[config.mk]
export PLATFORM = sky130hd
export DESIGN_NAME = train_sequencer
export DESIGN_NICKNAME = d
export VERILOG_FILES = /design/src/rtl/train_pkg.sv /design/src/rtl/stage_watchdog.sv /design/src/rtl/train_sequencer.sv
export SDC_FILE = /design/constraint.sdc
export NUM_CORES = 1
export LEC_CHECK = 0
export CORE_MARGIN = 2
export CORE_UTILIZATION = 53
export DETAILED_ROUTE_END_ITERATION = 8
export GPL_TIMING_DRIVEN = 0
export PLACE_DENSITY_LB_ADDON = 0.05
export REMOVE_ABC_BUFFERS = 1
export SLEW_MARGIN = 30
export SYNTH_ARGS = -nofsm -noshare
export SYNTH_HDL_FRONTEND = slang
export SYNTH_HIERARCHICAL = 1
export SYNTH_SLANG_ARGS = --single-unit
[constraint.sdc]
create_clock -name clk_i -period 3.85 [get_ports clk_i]
set_clock_uncertainty 0.1 [all_clocks]
set_input_delay 0.77 -clock clk_i [delete_from_list [all_inputs] [get_ports clk_i]]
set_output_delay 0.77 -clock clk_i [all_outputs]
set_load 0.02 [all_outputs]
[src/rtl/train_pkg.sv]
// Shared types and constants for the training-loop sequencer.
// Pure declarations; no timing or flow control.
package train_pkg;

  localparam int NUM_W   = 8;
  localparam int W_WIDTH = 8;

  // Weight i resets to i+1; weight 0 sits in the least-significant byte.
  localparam logic [NUM_W*W_WIDTH-1:0] INIT_WEIGHTS = 64'h0807_0605_0403_0201;

  typedef enum logic [2:0] {
    IDLE,
    CLEAR,
    FWD,
    BP,
    BP_GAP,
    EPOCH_END,
    DONE
  } state_t;

  function automatic int bank_lsb(input int idx, input int width);
    return idx * width;
  endfunction

endpackage

[src/rtl/stage_watchdog.sv]
// Cycle counter for one FWD or BP stage; tc is high during the TIMEOUT-th cycle
// of a stage. Clear wins over enable. No backpressure.
module stage_watchdog #(
  parameter int TIMEOUT = 63
) (
  input  logic clk,
  input  logic rst,
  input  logic clr,
  input  logic en,
  output logic tc
);

  localparam int CNT_W = $clog2(TIMEOUT + 1);

  logic [CNT_W-1:0] cnt;

  always_ff @(posedge clk) begin
    if (rst || clr) begin
      cnt <= '0;
    end else if (en) begin
      cnt <= cnt + CNT_W'(1);
    end
  end

  // cnt is 0 in the first cycle of a stage, so TIMEOUT-1 marks the last allowed cycle.
  assign tc = en && (cnt == CNT_W'(TIMEOUT - 1));

endmodule

[src/rtl/train_sequencer.sv]
// Epoch/forward/backprop sequencer owning the hidden-to-output weight bank.
// Control latency one cycle per transition; end strobes are sampled only in their own state.
module train_sequencer #(
  parameter int NUM_W   = train_pkg::NUM_W,
  parameter int W_WIDTH = train_pkg::W_WIDTH,
  parameter int TIMEOUT = 63
) (
  input  logic                       clk_i,
  input  logic                       rst_i,
  input  logic                       start_i,
  input  logic                       abort_i,
  input  logic [3:0]                 epochs_i,
  input  logic                       f_end_i,
  input  logic                       b_end_i,
  input  logic [W_WIDTH-1:0]         w_bp_i,
  output logic                       zero_loss_o,
  output logic                       zero_final_o,
  output logic                       f_en_o,
  output logic                       bp_en_o,
  output logic                       zero_bp_o,
  output logic [$clog2(NUM_W)-1:0]   bp_sel_o,
  output logic [W_WIDTH-1:0]         bp_w_o,
  output logic [NUM_W*W_WIDTH-1:0]   weights_o,
  output logic [3:0]                 epoch_o,
  output logic                       busy_o,
  output logic                       done_o,
  output logic                       err_o
);

  import train_pkg::*;

  localparam int SEL_W = $clog2(NUM_W);
  localparam logic [SEL_W-1:0] LAST_SEL = SEL_W'(NUM_W - 1);

  state_t                     state;
  logic [3:0]                 epochs_q;
  logic [NUM_W*W_WIDTH-1:0]   weights_q;
  logic                       wd_en;
  logic                       wd_clr;
  logic                       wd_tc;

  // The counter restarts on every entry to FWD or BP; FWD->BP is the only
  // direct hop between watched states, so it needs an explicit clear.
  assign wd_en  = (state == FWD) || (state == BP);
  assign wd_clr = !wd_en || ((state == FWD) && f_end_i);

  stage_watchdog #(
    .TIMEOUT (TIMEOUT)
  ) u_watchdog (
    .clk (clk_i),
    .rst (rst_i),
    .clr (wd_clr),
    .en  (wd_en),
    .tc  (wd_tc)
  );

  assign weights_o = weights_q;
  assign bp_w_o    = weights_q[bank_lsb(int'(bp_sel_o), W_WIDTH) +: W_WIDTH];

  always_ff @(posedge clk_i) begin
    if (rst_i) begin
      state        <= IDLE;
      epochs_q     <= '0;
      weights_q    <= (NUM_W*W_WIDTH)'(INIT_WEIGHTS);
      zero_loss_o  <= 1'b0;
      zero_final_o <= 1'b0;
      f_en_o       <= 1'b0;
      bp_en_o      <= 1'b0;
      zero_bp_o    <= 1'b0;
      bp_sel_o     <= '0;
      epoch_o      <= '0;
      busy_o       <= 1'b0;
      done_o       <= 1'b0;
      err_o        <= 1'b0;
    end else begin
      zero_loss_o  <= 1'b0;
      zero_final_o <= 1'b0;
      zero_bp_o    <= 1'b0;
      done_o       <= 1'b0;

      if (abort_i && (state != IDLE)) begin
        state   <= IDLE;
        f_en_o  <= 1'b0;
        bp_en_o <= 1'b0;
        busy_o  <= 1'b0;
      end else begin
        case (state)
          IDLE: begin
            if (start_i) begin
              epochs_q <= epochs_i;
              epoch_o  <= '0;
              err_o    <= 1'b0;
              busy_o   <= 1'b1;
              if (epochs_i != 4'd0) begin
                state        <= CLEAR;
                zero_loss_o  <= 1'b1;
                zero_final_o <= 1'b1;
              end else begin
                state  <= DONE;
                done_o <= 1'b1;
              end
            end
          end

          CLEAR: begin
            state  <= FWD;
            f_en_o <= 1'b1;
          end

          FWD: begin
            if (f_end_i) begin
              state     <= BP;
              f_en_o    <= 1'b0;
              bp_en_o   <= 1'b1;
              bp_sel_o  <= '0;
              zero_bp_o <= 1'b1;
            end else if (wd_tc) begin
              state  <= IDLE;
              f_en_o <= 1'b0;
              busy_o <= 1'b0;
              err_o  <= 1'b1;
            end
          end

          BP: begin
            if (b_end_i) begin
              weights_q[bank_lsb(int'(bp_sel_o), W_WIDTH) +: W_WIDTH] <= w_bp_i;
              bp_en_o <= 1'b0;
              if (bp_sel_o == LAST_SEL) begin
                state <= EPOCH_END;
              end else begin
                state     <= BP_GAP;
                zero_bp_o <= 1'b1;
              end
            end else if (wd_tc) begin
              state   <= IDLE;
              bp_en_o <= 1'b0;
              busy_o  <= 1'b0;
              err_o   <= 1'b1;
            end
          end

          BP_GAP: begin
            state    <= BP;
            bp_en_o  <= 1'b1;
            bp_sel_o <= bp_sel_o + SEL_W'(1);
          end

          EPOCH_END: begin
            epoch_o <= epoch_o + 4'd1;
            if ((epoch_o + 4'd1) == epochs_q) begin
              state  <= DONE;
              done_o <= 1'b1;
            end else begin
              state        <= CLEAR;
              zero_loss_o  <= 1'b1;
              zero_final_o <= 1'b1;
            end
          end

          DONE: begin
            state  <= IDLE;
            busy_o <= 1'b0;
          end

          default: begin
            state   <= IDLE;
            f_en_o  <= 1'b0;
            bp_en_o <= 1'b0;
            busy_o  <= 1'b0;
          end
        endcase
      end
    end
  end

endmodule

# Word-level counts from Yosys, hierarchy flattened

Cells that the tools add are included.
Widths: inputs -> output; s select.

Equality and inequality tests: 15
Reductions and logical operators: 25
Bitwise gates (word level): 4
Shift operators: 3
Multiplexer cells: 41
Add/sub/neg operators: 4

Operator list:

| kind                    | number |
|---|---|
| $bwmux 64               | 1 |
| $shift 8x33->64 const A | 1 |
| $shiftx 64x7->8         | 1 |
| $shiftx 8x33->64        | 1 |
| $neg 6->33              | 1 |
| $mux 1                  | 22 |
| $mux 3                  | 7 |
| $pmux 3 s6              | 1 |
| $reduce_and 3->1        | 5 |
| $eq 3x3->1 const B      | 4 |
| $ne 2x2->1 const B      | 4 |
| $pmux 1 s4              | 2 |
| $pmux 4 s2              | 1 |
| $add 6x1->6 const B     | 1 |
| $eq 3x2->1 const B      | 2 |
| $eq 6x6->1 const B      | 1 |
| $ne 3x2->1 const B      | 2 |
| $pmux 1 s2              | 3 |
| $pmux 1 s3              | 2 |
| $pmux 3 s2              | 1 |
| $reduce_bool 3->1       | 2 |
| $reduce_and 5->1        | 1 |
| $reduce_or 5->1         | 1 |
| $add 4x1->4 const B     | 1 |
| other kinds (16)        | 24 |

Input bits: 18
Flip-flop bits (word level): 91
Output and inout bits: 87

# Longest topological paths before layout

Gate-level depths: netlist of run 1.

Word-level depth: 6
Mapped depth: 10
Gate-level depth less buffers: 8

# By module

Netlist of run 1, hierarchy kept.

By module, submodules not included:

| module          | sequential area each (µm²) | area an instance (µm²) | cells an instance | times used |
|---|---|---|---|---|
| train_sequencer | 1701.6                     | 4320.4                 | 470               | 1 |
| stage_watchdog  | 120.1                      | 280.3                  | 31                | 1 |

# Worst setup path after synthesis of run 1

Ideal clock, no wire load.

Path type: flip-flop to flip-flop
Start: reg bp_sel_o[1]
End: reg weights_q[0], in the netlist weights_o[0]
Data required time: 3.630 ns
Path slack: 1.228 ns
Path buffers: 2
Clock period less this slack: 2.622 ns
Cell stages (with the launch flop): 9
Arrival time: 2.403 ns
Setup time: 0.120 ns
Cell sequence: dfxtp_1 > buf_2 > buf_2 > inv_1 > ha_1 > ha_1 > nor2_2 > nand4_2 > a211o_1

Word-level cells in the longest chain between the ends: 3
Elaborated cells on any way between the ends: 4

Ends and longest elaborated chain:

| what                                                | RTL line               | RTL |
|---|---|---|
| from (decl)                                         | train_sequencer.sv:21  | `output logic [$clog2(NUM_W)-1:0] bp_sel_o,` |
| from (signal assigned)                              | train_sequencer.sv:146 | `bp_sel_o <= bp_sel_o + SEL_W'(1);` |
| $neg 6->33 *                                        | train_sequencer.sv:127 | `weights_q[bank_lsb(int'(bp_sel_o), W_WIDTH) +: W_WIDTH] <= w_bp_i;` |
| $shiftx 8x33->64 or $shift 8x33->64 (tied branches) | train_sequencer.sv:127 |  |
| $bwmux 64 *                                         | train_sequencer.sv:127 |  |
| to (signal assigned)                                | train_sequencer.sv:64  | `weights_q <= (NUM_W*W_WIDTH)'(INIT_WEIGHTS);` |
| to (signal, indexed assignment)                     | train_sequencer.sv:127 |  |
| to (decl)                                           | train_sequencer.sv:37  | `logic [NUM_W*W_WIDTH-1:0] weights_q;` |

Every way passes the cells marked *; elsewhere a longest branch is shown, timed or not.
A chain may end at the register's enable or synchronous reset.

# Final worst setup path of run 1

Start: reg bp_sel_o[2]
End: reg weights_q[49], in the netlist weights_o[49]

The elaborated chain is that of the path after synthesis.

==> results.toml, run 1 <==
[run_status]
status = "complete, no violations"

[synthesis]
async_reset_ff_share_pct = 0
synth.avg_cell_area_um2 = 9.18
yosysUniqueCellTypes = 58
synth_seq_area_share_pct = 39.6
synth_edf_count = 0
synth_flop_cell = "dfxtp_1"
synthCells = 501
ys_ff_latch = 91
synth_area_um2 = 4600
ys_warn_count = 6

[sta]
slew_headroom_pct = 43.0
max_freq_mhz = 274
finalHoldViolations = 0
fin_crit_sh_pct = 94.7
whs_ps = 379
postLayoutSetupSlackWorst_ps = 203
finalCriticalPeriod_ps = 3650
rsz0062_at_grt = "no"
drv_slew = 0
worst_pin_slew_ps = 853
setup_violations = 0
setup-tns-final_ps = 0

[route]
first_pass_iters = 4
drcViolationCount = 0
wl_um = 12600
avgRoutedWirePerCell_um = 18.1
drt_iter0_drc = 149
vias = 4058
ant_nets = 0
viasPerCell = 5.85

[power_and_ir_drop]
leakage_nw = 2.23
p_per_area_nw_per_um2 = 301
finalPower_mw = 1.74
peakVddDrop_mv = 0.247

[cts]
htree_levels = 3
cts_inserted_buffers = 9
ctsHoldBuffers = 0
cts_resized = 0
clk_latency_ps = 380
clock-sinks = 91
clk_pin_slew_ps = 90
ctsLongestPathBuffers = 2
cts_tree = "yes"
post_cts_buffers = 0
cts-root-buf = "clkbuf_8"

[cells_and_area]
multi_input_area_um2 = 2550
fillers = 663
seq_area_um2 = 1820
nets = 611
diodes = 0
drive_gt1_share_pct = 8.83
syn2layout_area_growth_pct = 26.1

[floorplan]
dieWidth_um = 97.2
die_area_um2 = 9440
io_pins = 105
initial_core_util_pct = 55.4
core_area_um2 = 8300
std_cell_rows = 33
dieHeight_um = 97.2

[global_route]
grt_start_max_net_pins = 46
antenna_found_initial = 0
grt_util_all_layers_pct = 26.3
grt_overflow_total = 0
first_global_vias = 3835
grt_pass1_wl_um = 19900

[setup_path]
path_cells = "clkinv_1 > ha_1 > nor2_2 > nand4_1 > a211o_1"
crit_family = "simple AND/OR/NAND/NOR gates"
crit_start = "bp_sel_o[2]"
cp.arrival_ps = 3810
required_ps = 4010
cp-end-kind = "register"
crit_slowest_cell = "dfxtp_1"
cp_num_buf_inv = 1
cp_max_fo = 15
r2r_start = "bp_sel_o[2]"
criticalPathCategory = "register to register"
start_kind = "register"
slowest_delay_ps = 820
reg2reg_slack_ps = 200

[placement]
gp_congestion = 0.791
io_buffers = 104
dp_hpwl_um = 8290
post-place-ws_ps = 312

[worst_hold_path]
min_from = "weights_o[10]"
hold_class = "register to register"

[flow_run]
max_cap_violations = 0
cells in the mapped netlist, types with 2 or more instances:
cell type	instances	area share (%)
nand2b_1	7	0.95
dfxtp_1	91	40
nand3_1	11	1.2
a21oi_1	32	3.5
nor2b_1	6	0.82
nor3b_1	2	0.33
and3b_1	2	0.38
nor2_1	67	5.5
a31o_2	2	0.38
a311o_1	2	0.44
o211ai_1	3	0.49
nand4_1	6	0.82
o211a_1	2	0.44
inv_1	9	0.73
clkbuf_1	14	1.1
and2_1	16	2.2
mux4_2	16	7.8
and3_1	6	0.82
buf_6	5	1.2
xor2_1	5	0.95
nand2_1	63	5.1
or2_2	2	0.27
a31oi_1	2	0.27
o21bai_1	3	0.49
nor3_1	5	0.54
a211oi_1	2	0.33
ha_1	9	2.4
buf_2	8	0.87
o21ai_0	10	1.1
xnor2_1	5	0.95
clkinv_1	2	0.16
nand4_2	4	1.1
or4_1	2	0.33
mux2i_1	40	8.7
or3_1	2	0.27
a211o_1	9	1.7
buf_4	6	0.98
and4_1	3	0.57
path summary, 6_finish.rpt:
kind | endpoint | cells after the start
hold reg to reg | weights_o[10] | 2
setup reg to reg | weights_o[49] | 5
hold / removal | weights_o[10] | 2
setup / recovery | weights_o[49] | 5
power breakdown:
part | switching (mW) | internal [mW] | total (mW)
Clock | 0.352 | 0.237 | 0.589
Combinational | 0.0965 | 0.0787 | 0.175
Sequential | 0.0228 | 0.956 | 0.979
state kept, by name, indices dropped and copies added (netlist names):
name            flops
weights_o          64
zero_bp_o           1
bp_en_o             1
state               3
f_en_o              1
err_o               1
busy_o              1
bp_sel_o            3
epochs_q            4
u_watchdog/cnt      6
zero_final_o        1
done_o              1
epoch_o             4
area by class of cell:
| type | count | area share [%] |
|---|---|---|
| Inverter | 11 | 0.712 |
| Clock inverter | 5 | 0.669 |
| Clock buffer | 11 | 2.26 |
| Sequential cell | 91 | 31.4 |
| Timing Repair Buffer | 106 | 18.7 |
| Multi-Input combinational cell | 365 | 43.9 |
| Tap cell | 105 | 2.26 |
cell families after synthesis:
family / after synthesis / share of synthesized area [%]
compound gates: 75 / 10.6
xor+xnor: 10 / 1.90
fa+ha+maj: 9 / 2.45
buf+inv: 45 / 5.19
flops: 91 / 39.6
mux: 56 / 16.5
simple gates: 215 / 23.7
per-stage QoR:
step,std cells,util [%],instance area (um^2)
5_1_grt,694,69.9,5800
2_1_floorplan,467,-,4400
3_5_place_dp,678,67.8,5630
3_3_place_gp,676,67.2,5580
6_report,694,69.9,5800
4_1_cts,694,69.9,5800
worst min-delay path, delay by kind of cell (launching register included):
kind | cells | cell delay (ps)
AOI/OAI and AO/OA | 1 | 50
and+or+nand+nor | 1 | 60
DFF | 1 | 330
per-layer routing:
| layer | wire (um) | track usage (%) | up-vias |
|---|---|---|---|
| li1 | - | - | 1930 |
| met1 | 5340 | 33.0 | 1986 |
| met2 | 6120 | 43.5 | 121 |
| met3 | 876 | 7.41 | 21 |
| met4 | 233 | 9.43 | 0 |
| met5 | 0 | 0 | - |
cells in the final DEF (no fill, tap or decap), types with 6 or more instances in the layout:
master           synthesis  final
clkbuf_8                 0      9
and3_1                   6      6
a211o_1                  9      9
o21ai_0                 10     10
inv_1                    9      9
nand2b_1                 7      7
nand2_1                 63     63
nand4_1                  6      6
nor2_1                  67     66
a21oi_1                 32     32
nand3_1                 11     11
dfxtp_1                 91     89
mux4_2                  16     16
nor2b_1                  6      6
ha_1                     9      9
mux2i_1                 40     40
and2_1                  16     16
clkdlybuf4s50_1          0    103
Note: power is estimated with default switching activity, not from simulation.
==> run 2, diff against run 1 <==
--- a/config.mk
+++ b/config.mk
@@ -5,7 +5,6 @@
 export SDC_FILE = /design/constraint.sdc
 export NUM_CORES = 1
 export LEC_CHECK = 0
-export CORE_MARGIN = 2
 export CORE_UTILIZATION = 53
 export DETAILED_ROUTE_END_ITERATION = 8
 export GPL_TIMING_DRIVEN = 0
==> results.toml, run 2 (synthesis results as in run 1) <==
[run_status]
status = "complete, no violations"

[sta]
postLayoutSetupSlackWorst_ps = 189
drv_slew = 0
finalHoldViolations = 0
finalCriticalPeriod_ps = 3660
fin_crit_sh_pct = 95.1
setup_violations = 0
max_freq_mhz = 273
worst_pin_slew_ps = 821
rsz0062_at_grt = "no"
slew_headroom_pct = 45.1
whs_ps = 375

[floorplan]
io_pins = 105
initial_core_util_pct = 55.4
dieHeight_um = 95.2
core_area_um2 = 8300
std_cell_rows = 33
dieWidth_um = 95.2
die_area_um2 = 9060

[route]
avgRoutedWirePerCell_um = 17.8
drt_iter0_drc = 293
vias = 4100
wl_um = 12400
first_pass_iters = 6
drcViolationCount = 0
viasPerCell = 5.91
ant_nets = 0

[cts]
post_cts_buffers = 0
cts-root-buf = "clkbuf_8"
clk_pin_slew_ps = 90
cts_tree = "yes"
clock-sinks = 91
cts_inserted_buffers = 9
cts_resized = 0
htree_levels = 3
ctsHoldBuffers = 0
clk_latency_ps = 360
ctsLongestPathBuffers = 2

[cells_and_area]
layoutNonFillerInstCount = 694
final_cell_mix = "clkdlybuf4s50_1 (103), dfxtp_1 (89), nor2_1 (66)"
diodes = 0
final_core_util_pct = 70.3
syn2layout_area_growth_pct = 26.8
largest_reg_flops = 64
drive_gt1_share_pct = 9.00
nets = 611
layout_commonest_cell = "clkdlybuf4s50_1"

[flow_run]
max_cap_violations = 0

[setup_path]
required_ps = 4000
cp_max_fo = 15
start_kind = "register"
cp.arrival_ps = 3810
cp-end-kind = "register"
criticalPathCategory = "register to register"

[worst_hold_path]
hold_class = "register to register"

[global_route]
grt_overflow_total = 0
antenna_found_initial = 0
grt_util_all_layers_pct = 27.8
grt_pass1_wl_um = 19200
grt_start_max_net_pins = 54
first_global_vias = 3775

[power_and_ir_drop]
leakage_nw = 2.25
finalPower_mw = 1.83
peakVddDrop_mv = 0.209
p_per_area_nw_per_um2 = 313

[placement]
dp_hpwl_um = 8050
post-place-ws_ps = 304
gp_congestion = 0.831
place_inst = 678
io_buffers = 104
[run 2: cell types whose count changed in the layout (fill, tap and decap cells not counted), sizes merged]
cell,change
clkinv,+2
clkinvlp,-2
bufinv,+1
inv,-1
[run 2: final timing paths]
kind	start	end	slack, ps	cells past startpoint
worst min-delay path	epochs_q[1]	epochs_q[1]	380	2
worst min register to register	epochs_q[1]	epochs_q[1]	380	2
worst max register to register	bp_sel_o[2]	weights_o[50]	190	5
worst max-delay path	bp_sel_o[2]	weights_o[50]	190	5
[run 2: stage by stage]
stage / instance area (um^2) / TNS, ps
2_1_floorplan: 4400 / 0
3_3_place_gp: 5580 / -6620
3_5_place_dp: 5630 / 0
4_1_cts: 5830 / 0
5_1_grt: 5830 / 0
6_report: 5830 / 0
[run 2: area by class of cell]
cell class / instances / area, um^2
clock buffer: 11 / 141
clock inverter: 5 / 62.6
multi-input combinational: 365 / 2550
tap: 105 / 131
timing repair buffer: 106 / 1090
inverter: 11 / 41.3
sequential: 91 / 1820
fill: 674 / 2460
[run 2: power breakdown]
part	internal [mW]	leakage [nW]	switching [mW]	total, mW
logic	0.0787	1.42	0.0967	0.175
clock network	0.321	0.0957	0.351	0.672
registers	0.956	0.736	0.0232	0.979
total	1.36	2.25	0.471	1.83
[run 2: worst max-delay path, stage by stage, from the launching register on]
cell	delay, ps
dfxtp_1	830
clkinv_1	640
ha_1	500
nor2_2	270
nand4_1	700
a211o_1	490
[run 2: metal layers]
metal | part of all wire, % | GRT usage [%]
met5 | 0 | 0
met4 | 2.4 | 11.1
met3 | 6.7 | 4.07
met2 | 48 | 45.9
met1 | 43 | 36.4
